`config.mk`:
```
export PLATFORM = sky130hd
export DESIGN_NAME = wb_writeback_unit
export DESIGN_NICKNAME = d
export VERILOG_FILES = /design/src/rtl/wb_writeback_unit.sv
export SDC_FILE = /design/constraint.sdc
export NUM_CORES = 1
export LEC_CHECK = 0
export ABC_CLOCK_PERIOD_IN_PS = 3550
export BUFFER_PORTS_ARGS = -buffer_cell sky130_fd_sc_hd__buf_2
export CORE_UTILIZATION = 25
export DETAILED_ROUTE_END_ITERATION = 10
export GPL_ROUTABILITY_DRIVEN = 0
export PLACE_DENSITY = 0.43
export SYNTH_ARGS = -nofsm -noshare
export SYNTH_HDL_FRONTEND = slang
export SYNTH_SLANG_ARGS = --single-unit
```
`constraint.sdc`:
```
create_clock -name clk -period 3.55 [get_ports clk]
set_input_delay 0.8875 -clock clk [delete_from_list [all_inputs] [get_ports clk]]
set_output_delay 0.8875 -clock clk [all_outputs]
set_load 0.1 [all_outputs]
```
`src/rtl/wb_writeback_unit.sv`:
```
// MEM/WB pipeline register: selects the result, extends sub-word loads and writes the register file.
// Optional macro WB_LOAD_EXT_EN builds sub-word load extraction and err_misalign.
module wb_writeback_unit #(
  parameter int DATA_W = 32,
  parameter int ADDR_W = 5,
  parameter int OFF_W  = $clog2(DATA_W/8),
  parameter int CNT_W  = 32
) (
  input  logic              clk,
  input  logic              rst,
  input  logic              in_valid,
  output logic              in_ready,
  input  logic              stall,
  input  logic              flush,
  input  logic              regwrite,
  input  logic [1:0]        res_sel,
  input  logic [DATA_W-1:0] alu_result,
  input  logic [DATA_W-1:0] mem_data,
  input  logic [DATA_W-1:0] link_pc,
  input  logic [DATA_W-1:0] imm_value,
  input  logic [OFF_W-1:0]  byte_off,
  input  logic [1:0]        ld_size,
  input  logic              ld_unsigned,
  input  logic [ADDR_W-1:0] dest_addr,
  output logic              rf_we,
  output logic [ADDR_W-1:0] rf_waddr,
  output logic [DATA_W-1:0] rf_wdata,
  output logic              fwd_valid,
  output logic [ADDR_W-1:0] fwd_addr,
  output logic [DATA_W-1:0] fwd_data,
  output logic              err_misalign,
  output logic [CNT_W-1:0]  retire_cnt
);

  logic              wb_valid;
  logic              h_regwrite;
  logic [1:0]        h_sel;
  logic [DATA_W-1:0] h_alu, h_mem, h_link, h_imm;
  logic [ADDR_W-1:0] h_dest;
  logic [DATA_W-1:0] mem_ext;
  logic [DATA_W-1:0] result;
  logic              capture, retire;

  assign in_ready = !stall || !wb_valid;
  assign capture  = in_valid && in_ready;
  assign retire   = wb_valid && !stall;

  // flush outranks both capture and retire; a flushed entry never counts
  always_ff @(posedge clk) begin
    if (rst) begin
      wb_valid   <= 1'b0;
      retire_cnt <= '0;
      h_regwrite <= 1'b0;
      h_sel      <= '0;
      h_alu      <= '0;
      h_mem      <= '0;
      h_link     <= '0;
      h_imm      <= '0;
      h_dest     <= '0;
    end else if (flush) begin
      wb_valid <= 1'b0;
    end else begin
      if (retire)
        retire_cnt <= retire_cnt + CNT_W'(1);
      if (capture) begin
        wb_valid   <= 1'b1;
        h_regwrite <= regwrite;
        h_sel      <= res_sel;
        h_alu      <= alu_result;
        h_mem      <= mem_data;
        h_link     <= link_pc;
        h_imm      <= imm_value;
        h_dest     <= dest_addr;
      end else if (retire) begin
        wb_valid <= 1'b0;
      end
    end
  end

`ifdef WB_LOAD_EXT_EN
  logic [OFF_W-1:0] h_off, off_h, off_w;
  logic [1:0]       h_size;
  logic             h_uns;
  logic [7:0]       lane_b;
  logic [15:0]      lane_h;
  logic [31:0]      lane_w;
  logic             misalign;

  always_ff @(posedge clk) begin
    if (rst) begin
      h_off  <= '0;
      h_size <= '0;
      h_uns  <= 1'b0;
    end else if (!flush && capture) begin
      h_off  <= byte_off;
      h_size <= ld_size;
      h_uns  <= ld_unsigned;
    end
  end

  // half and word lanes drop the offset bits below their alignment
  assign off_h  = h_off & ~OFF_W'(1);
  assign off_w  = h_off & ~OFF_W'(3);
  assign lane_b = 8'(h_mem >> {h_off, 3'b000});
  assign lane_h = 16'(h_mem >> {off_h, 3'b000});
  assign lane_w = 32'(h_mem >> {off_w, 3'b000});

  always_comb begin
    mem_ext = h_mem;
    case (h_size)
      2'b00:   mem_ext = h_uns ? DATA_W'(lane_b) : DATA_W'($signed(lane_b));
      2'b01:   mem_ext = h_uns ? DATA_W'(lane_h) : DATA_W'($signed(lane_h));
      2'b10:   mem_ext = h_uns ? DATA_W'(lane_w) : DATA_W'($signed(lane_w));
      default: mem_ext = h_mem;
    endcase
  end

  assign misalign     = (h_size == 2'b01 && h_off[0]) ||
                        (h_size == 2'b10 && h_off[1:0] != 2'b00);
  assign err_misalign = wb_valid && (h_sel == 2'b01) && misalign;
`else
  logic ld_unused;
  assign ld_unused    = ^{byte_off, ld_size, ld_unsigned};
  assign mem_ext      = h_mem;
  assign err_misalign = 1'b0;
`endif

  always_comb begin
    result = h_alu;
    case (h_sel)
      2'b00:   result = h_alu;
      2'b01:   result = mem_ext;
      2'b10:   result = h_link;
      default: result = h_imm;
    endcase
  end

  assign fwd_valid = wb_valid && h_regwrite && (h_dest != '0);
  assign fwd_addr  = h_dest;
  assign fwd_data  = result;
  assign rf_we     = fwd_valid && !stall;
  assign rf_waddr  = h_dest;
  assign rf_wdata  = result;

endmodule

```
After elaboration in Yosys (flattened, before gate mapping)
Cells that the tools add are included.
- input bits: 146
- logic and storage cells: 30
- register bits after elaboration: 169
- reduce and logical (&&, ||, !) cells: 14
- bitwise gates (word level): 1
- multiplexer cells: 3
- add/subtract/negate cells: 1
- equality and inequality tests: 2
- operators with widths (kind ; number):
    $pmux W32 S3 ; 1
    $add A32 B1 Y32 const B ; 1
    $logic_and A1 B1 Y1 ; 5
    $reduce_bool A5 Y1 ; 1
    $reduce_and A2 Y1 ; 2
    $eq A2 B1 Y1 const B ; 1
    $eq A2 B2 Y1 const B ; 1
    $logic_not A1 Y1 ; 2
    $logic_not A2 Y1 ; 1
    $mux W1 ; 2
    $reduce_bool A2 Y1 ; 1
    $reduce_or A2 Y1 ; 1
    $logic_or A1 B1 Y1 ; 1
    $not A1 Y1 ; 1

Depth between registers and ports, before layout
Gate-level depths: netlist of the first run.
- depth in word-level cells: 4
- depth in mapped cells: 7
- mapped depth without buffers: 5

Least setup slack after synthesis of the first run
OpenSTA, ideal clock, no wires.
- kind: flip-flop to output port
- start point: reg h_dest[4] (netlist: fwd_addr[4])
- end point: out rf_we
- required time: 2.663 ns
- setup slack: -0.773 ns
- arrival: 3.435 ns
- cell stages (with the launch flop): 4
- path buffers: 0
- cell sequence: dfxtp_1 or3_1 o311a_1 nor2b_1
- cells in the longest elaborated chain, start to end: 3
- ends and longest elaborated chain (item ; line ; text):
    start: declaration ; 39 ; logic [ADDR_W-1:0] h_dest;
    start signal: assignment ; 73 ; h_dest <= dest_addr;
    $reduce_bool A5 Y1 ; 138 ; assign fwd_valid = wb_valid && h_regwrite && (h_dest != '0);
    $logic_and A1 B1 Y1 ; 138 ;
    net fwd_valid ; 28 ; output logic fwd_valid,
    $logic_and A1 B1 Y1 ; 141 ; assign rf_we = fwd_valid && !stall;
    end: declaration ; 25 ; output logic rf_we,
The timed path passes the listed nets, and every way through them passes these cells.

Final worst setup path of the first run
- start point: reg h_sel[0]
- end point: out fwd_data[2]
- cells in the longest elaborated chain, start to end: 2
- elaborated cells on any way between the ends: 4
- ends and longest elaborated chain (item ; line ; text):
    start: declaration ; 37 ; logic [1:0] h_sel;
    start signal: assignment ; 68 ; h_sel <= res_sel;
    $eq A2 B2 Y1, or another cell as far along ; 130 ; case (h_sel)
    $pmux W32 S3 (*) ; 130 ;
    end: declaration ; 30 ; output logic [DATA_W-1:0] fwd_data,
Mark *: on every way between the ends. The rest lies on a longest branch, timed or not.

==> impl_metrics.json, run 1 <==
{
  "outcome": "finished, final reports clean",
  "track_usage": 0.143,
  "clock-sinks": 169,
  "slowest_stage": "mux4_2",
  "grt_max_degree": 137,
  "layout_min_cycle_time_ps": 2950,
  "final_cell_count_no_fill": 1420,
  "h-tree-depth": 4,
  "cts_buffers": 17,
  "fp.dieW_microns": 172,
  "drtIter0Drc": 378,
  "drtPass1Iterations": 6,
  "ys.flop_type": "dfxtp_1",
  "critPathKind": "reg -> out",
  "num_rows": 61,
  "cts_hold_buf": 0,
  "layout_commonest_cell": "nand2_1",
  "cts_tree": "yes",
  "rsz0062_at_grt": "no",
  "synthCells": 854,
  "place_hpwl_microns": 13800,
  "multiInputGateArea_sq_um": 3280,
  "final.setup.tns_ps": 0,
  "slowest_delay_ps": 590,
  "wire_per_inst_microns": 14.8,
  "port_buffers": 249,
  "synth-seq-cells": 169,
  "viasPerCell": 4.52,
  "dpl-instance-area_sq_um": 8540,
  "mostFrequentLayoutCells": "284 x nand2_1, 248 x buf_2, 167 x dfxtp_1",
  "vdd_drop_max_uv": 302,
  "crit_family": "buffers and inverters",
  "num_vias": 6414,
  "fmax_mhz": 339,
  "cts_max_path_buffers": 2,
  "crit_start": "h_sel[0]",
  "p_per_area_nw_per_um2": 510,
  "clkTransAtPathRegs_ps": 70,
  "core_region_area_sq_um": 28100,
  "final.period_utilization": 0.830,
  "grt_pass1_vias": 5896,
  "arrival_ps": 2060,
  "hp-class": "reg -> reg",
  "cp_max_fo": 30,
  "post_cts_resized": 0,
  "crit_chain": "buf_12, mux4_2, buf_2",
  "start_util": 0.257,
  "antenna_left": 0,
  "grt_remaining_overflow": 0,
  "synth_edf_count": 0,
  "leakage_nw": 3.66,
  "root_buffer": "clkbuf_16",
  "fin_nets": 1173,
  "die_h_microns": 172,
  "yosysWarningCount": 0,
  "syn_area_sq_um": 7210,
  "area_growth_pct": 27.1,
  "grt_pass1_wl_microns": 32600,
  "drv_cap": 0,
  "ys_types": 32,
  "io_pins": 256,
  "cts_setup_buffers": 0,
  "timing.hold.ws_ps": 451,
  "totalPowerFinal_w": 0.00467,
  "insertion_delay_ps": 430,
  "finalSetupViolations": 0,
  "syn_area_per_cell_sq_um": 8.44,
  "design_area_sq_um": 9160,
  "drt_wl_total_microns": 21100,
  "crit_path_start_kind": "flop",
  "synthesis.nets": 1001,
  "relSlewSlack": 0.536,
  "crit_path_end_kind": "output pin",
  "synthArstFlopShare": 0,
  "cp_num_buf_inv": 2,
  "finalHoldViolCount": 0,
  "clock_skew_ps": 14.6,
  "drc": 0,
  "slew_violations": 0,
  "dp_cells": 1385,
  "hold_start": "h_imm[31]",
  "final_layout_size_suffix_gt1_frac": 0.316,
  "worst_pin_slew_ps": 696,
  "crit_required_ps": 2660,
  "fillers": 3069,
  "yosysSeqAreaShare": 0.469,
  "ff_latch_area_sq_um": 3390,
  "dieArea_sq_um": 29500,
  "r2r-start": "wb_valid",
  "antenna_found_initial": 5
}
cell usage after synthesis, types with 2 or more instances:
master,instances,area share
nor3_1,3,0.0021
o31ai_1,14,0.015
buf_1,6,0.0031
nor2_1,8,0.0042
mux4_2,32,0.10
nand4_1,10,0.0087
or4_4,2,0.0031
xor2_1,3,0.0036
and4_1,3,0.0036
clkbuf_1,57,0.030
buf_4,38,0.040
nand2_1,284,0.15
or3_1,11,0.0095
or4_1,15,0.016
nand3_1,8,0.0056
dfxtp_1,169,0.47
xnor2_1,4,0.0049
o21ai_0,9,0.0062
a21oi_1,161,0.11
nor2b_1,2,0.0017
inv_1,4,0.0021
cells by family after synthesis:
| group | Yosys count | share of synthesized area |
|---|---|---|
| AOI/OAI and AO/OA | 185 | 0.134 |
| xor gates and xnor gates | 7 | 0.00851 |
| adders and majority gates | 1 | 0.00174 |
| buffers and inverters | 107 | 0.0767 |
| DFF | 169 | 0.469 |
| muxes | 33 | 0.102 |
| other | 1 | 0.000520 |
| and+or+nand+nor | 351 | 0.207 |
worst paths after layout:
path,end,slack [ps],depth (start not counted)
worst max-delay path,fwd_data[2],600,3
worst min-delay path,h_imm[31],450,2
worst max register to register,retire_cnt[20],1170,4
worst min register to register,h_imm[31],450,2
area by class of cell:
| type | count | area share |
|---|---|---|
| Clock buffer | 18 | 0.0480 |
| Multi-Input combinational cell | 578 | 0.358 |
| Antenna cell | 3 | 0.000820 |
| Tap cell | 378 | 0.0516 |
| Sequential cell | 169 | 0.370 |
| Timing Repair Buffer | 256 | 0.151 |
| Clock inverter | 14 | 0.0191 |
| Inverter | 4 | 0.00164 |
worst min-delay path, stage by stage (launching register included):
cell and delay (ps):
dfxtp_1 310, nand2_1 50, a21oi_1 50
sequential cells by signal, summed over array words and instances, names as in the netlist:
signal / cells
h_imm: 32
wb_valid: 1
h_mem: 32
h_sel: 2
retire_cnt: 32
h_regwrite: 1
h_link: 32
fwd_addr: 5
h_alu: 32
per-stage QoR:
step / setup slack (ps) / utilization
3_5_place_dp: 535 / 0.304
5_1_grt: 486 / 0.326
6_report: 604 / 0.326
3_3_place_gp: 565 / 0.304
4_1_cts: 531 / 0.326
2_1_floorplan: 339 / -
per-layer routing:
metal,part of all wire,global-route usage,vias up
li1,-,-,3246
met1,0.47,0.192,2986
met2,0.46,0.225,161
met3,0.054,0.0350,17
met4,0.010,0.0439,4
met5,0.0013,0,-
power by group:
| group | switching, W | leakage [nW] | internal [W] | total, W |
|---|---|---|---|---|
| registers | 0.0000397 | 1.38 | 0.00197 | 0.00201 |
| clock network | 0.000935 | 0.300 | 0.000977 | 0.00191 |
| logic | 0.000571 | 1.98 | 0.000185 | 0.000756 |
(Power assumes the default switching activity.)
==> run 2: changes to the inputs <==
--- a/config.mk
+++ b/config.mk
@@ -5,12 +5,12 @@
 export SDC_FILE = /design/constraint.sdc
 export NUM_CORES = 1
 export LEC_CHECK = 0
-export ABC_CLOCK_PERIOD_IN_PS = 3550
+export ABC_CLOCK_PERIOD_IN_PS = 2550
 export BUFFER_PORTS_ARGS = -buffer_cell sky130_fd_sc_hd__buf_2
 export CORE_UTILIZATION = 25
 export DETAILED_ROUTE_END_ITERATION = 10
 export GPL_ROUTABILITY_DRIVEN = 0
-export PLACE_DENSITY = 0.43
+export PLACE_DENSITY = 0.44
 export SYNTH_ARGS = -nofsm -noshare
 export SYNTH_HDL_FRONTEND = slang
 export SYNTH_SLANG_ARGS = --single-unit
==> constraint.sdc (replaced) <==
create_clock -name clk -period 2.55 [get_ports clk]
set_input_delay 0.6375 -clock clk [delete_from_list [all_inputs] [get_ports clk]]
set_output_delay 0.6375 -clock clk [all_outputs]
set_load 0.1 [all_outputs]
==> run 2 against run 1 <==
Global-route usage up 0.095 points. First-iteration DRC count shrank 5.8%. Wire length increased by 3.3%. Design area increased by 6.5%. Clock power grew 37%. Worst setup slack worse by 560 ps. Sequential share of layout area fell by 2.0 points.
==> impl_metrics.json, run 2 (same netlist as run 1, synthesis figures left out) <==
{
  "outcome": "finished, final reports clean",
  "drc": 0,
  "mostFrequentLayoutCells": "283 x nand2_1, 183 x buf_2, 161 x a21oi_1",
  "finalSetupViolations": 0,
  "fp.dieW_microns": 172,
  "comb_power_share": 0.179,
  "timing.hold.ws_ps": 438,
  "drtPass1Iterations": 6,
  "p_switching_w": 0.00214,
  "drtIter0Drc": 356,
  "worst_pin_slew_ps": 607,
  "grt.met2_usage": 0.234,
  "relSlewSlack": 0.594,
  "vdd_drop_max_uv": 445,
  "drv_cap": 0,
  "arrival_ps": 1870,
  "totalPowerFinal_w": 0.00658,
  "root_buffer": "clkbuf_16",
  "dp_cells": 1397,
  "dpl-instance-area_sq_um": 8690,
  "grt_remaining_overflow": 0,
  "finalHoldViolCount": 0,
  "die_h_microns": 172,
  "layout_min_cycle_time_ps": 2500,
  "swShare": 0.326,
  "place_hpwl_microns": 14200,
  "use_met1": 0.187,
  "slowest_stage": "mux4_2",
  "final_cell_count_no_fill": 1436,
  "core_region_area_sq_um": 28100,
  "cts_hold_buf": 0,
  "insertion_delay_ps": 420,
  "clock-sinks": 169,
  "rsz0062_at_grt": "yes",
  "final_layout_size_suffix_gt1_frac": 0.347,
  "clockPowerShare": 0.397,
  "busiest_layer": "met2",
  "seq_power_share": 0.424,
  "antenna_left": 0,
  "grt_pass1_vias": 5912,
  "slew_violations": 0,
  "fin_nets": 1189,
  "cp_max_fo": 8,
  "port_buffers": 249,
  "clock_skew_ps": 15.6,
  "drt_wl_total_microns": 21800,
  "io_pins": 256,
  "crit_chain": "clkbuf_16, mux4_2, buf_8",
  "grt_pass1_wl_microns": 32500,
  "area_growth_pct": 35.3,
  "viasPerCell": 4.50,
  "hp-class": "in -> reg",
  "layout_commonest_cell": "nand2_1",
  "critPathKind": "reg -> out",
  "antenna_found_initial": 5,
  "final.period_utilization": 0.982,
  "start_util": 0.257,
  "grt.met3_usage": 0.0382,
  "p_int_w": 0.00444,
  "crit_required_ps": 1910,
  "grt_max_degree": 57,
  "cts_tree": "yes",
  "wire_per_inst_microns": 15.1,
  "p_per_area_nw_per_um2": 674,
  "design_area_sq_um": 9750,
  "cts_buffers": 17,
  "leakage_nw": 3.82,
  "crit_path_start_kind": "flop",
  "h-tree-depth": 4,
  "clkTransAtPathRegs_ps": 80,
  "slowest_delay_ps": 570,
  "crit_path_end_kind": "output pin",
  "cts_max_path_buffers": 2,
  "dieArea_sq_um": 29500,
  "fmax_mhz": 399,
  "num_vias": 6460,
  "track_usage": 0.144,
  "num_rows": 61
}
[run 2: changes by cell type in the layout (fill, tap and decap cells not counted), sizes merged]
cell	delta
inv	+3
buf	+15
clkinv	-4
clkbuf	+1
clkinvlp	+1
[run 2: final timing paths]
kind | start | to | slack, ps | cells after the start
worst min-delay path | link_pc[17] | h_link[17] | 440 | 3
worst min register to register | h_link[16] | h_link[16] | 450 | 2
worst max-delay path | h_sel[0] | fwd_data[13] | 50 | 3
worst max register to register | retire_cnt[16] | retire_cnt[31] | 350 | 4
[run 2: power by group through the flow]
stage               Sequential [W]  Combinational (W)  Clock, W
floorplan                  0.00286           0.000829         0
global placement           0.00285            0.00109         0
detailed placement         0.00285            0.00109         0
CTS                        0.00279            0.00117   0.00271
global route               0.00280            0.00125   0.00282
finish                     0.00279            0.00118   0.00261
[run 2: final cells by class]
| cell class | instances | area, sq um |
|---|---|---|
| diodes | 3 | 7.51 |
| clock buffers | 18 | 439 |
| clock inverters | 14 | 149 |
| fillers | 3012 | 18300 |
| inverters | 4 | 15.0 |
| multi-input cells | 578 | 3290 |
| flip-flops and latches | 169 | 3410 |
| well taps | 378 | 473 |
| repair buffers | 272 | 1970 |
[run 2: what timing repair did]
action | in CTS | in global routing
setup endpoints to repair | 65 | 48
setup buffers | 1 | 0
gates resized for setup | 93 | 30
gates cloned | 2 | 1
[run 2: metrics by stage]
stage / setup slack, ps / util / TNS (ps)
finish: 46.2 / 0.347 / 0
CTS: -15.3 / 0.342 / -153
global route: -38.7 / 0.347 / -1490
global placement: -16.2 / 0.310 / -16.2
floorplan: -123 / - / -3520
detailed placement: -18.3 / 0.310 / -56.3
[run 2: worst max-delay path: cells and delay by family, from the launching register on]
| family | cells | cell delay, ps |
|---|---|---|
| DFF | 1 | 450 |
| muxes | 1 | 570 |
| buffers and inverters | 2 | 410 |
[run 2: per-layer routing]
metal,vias to the layer above,share of wire
met2,169,0.48
met5,-,0.0021
met4,6,0.0087
met1,3009,0.46
met3,14,0.054
li1,3262,-
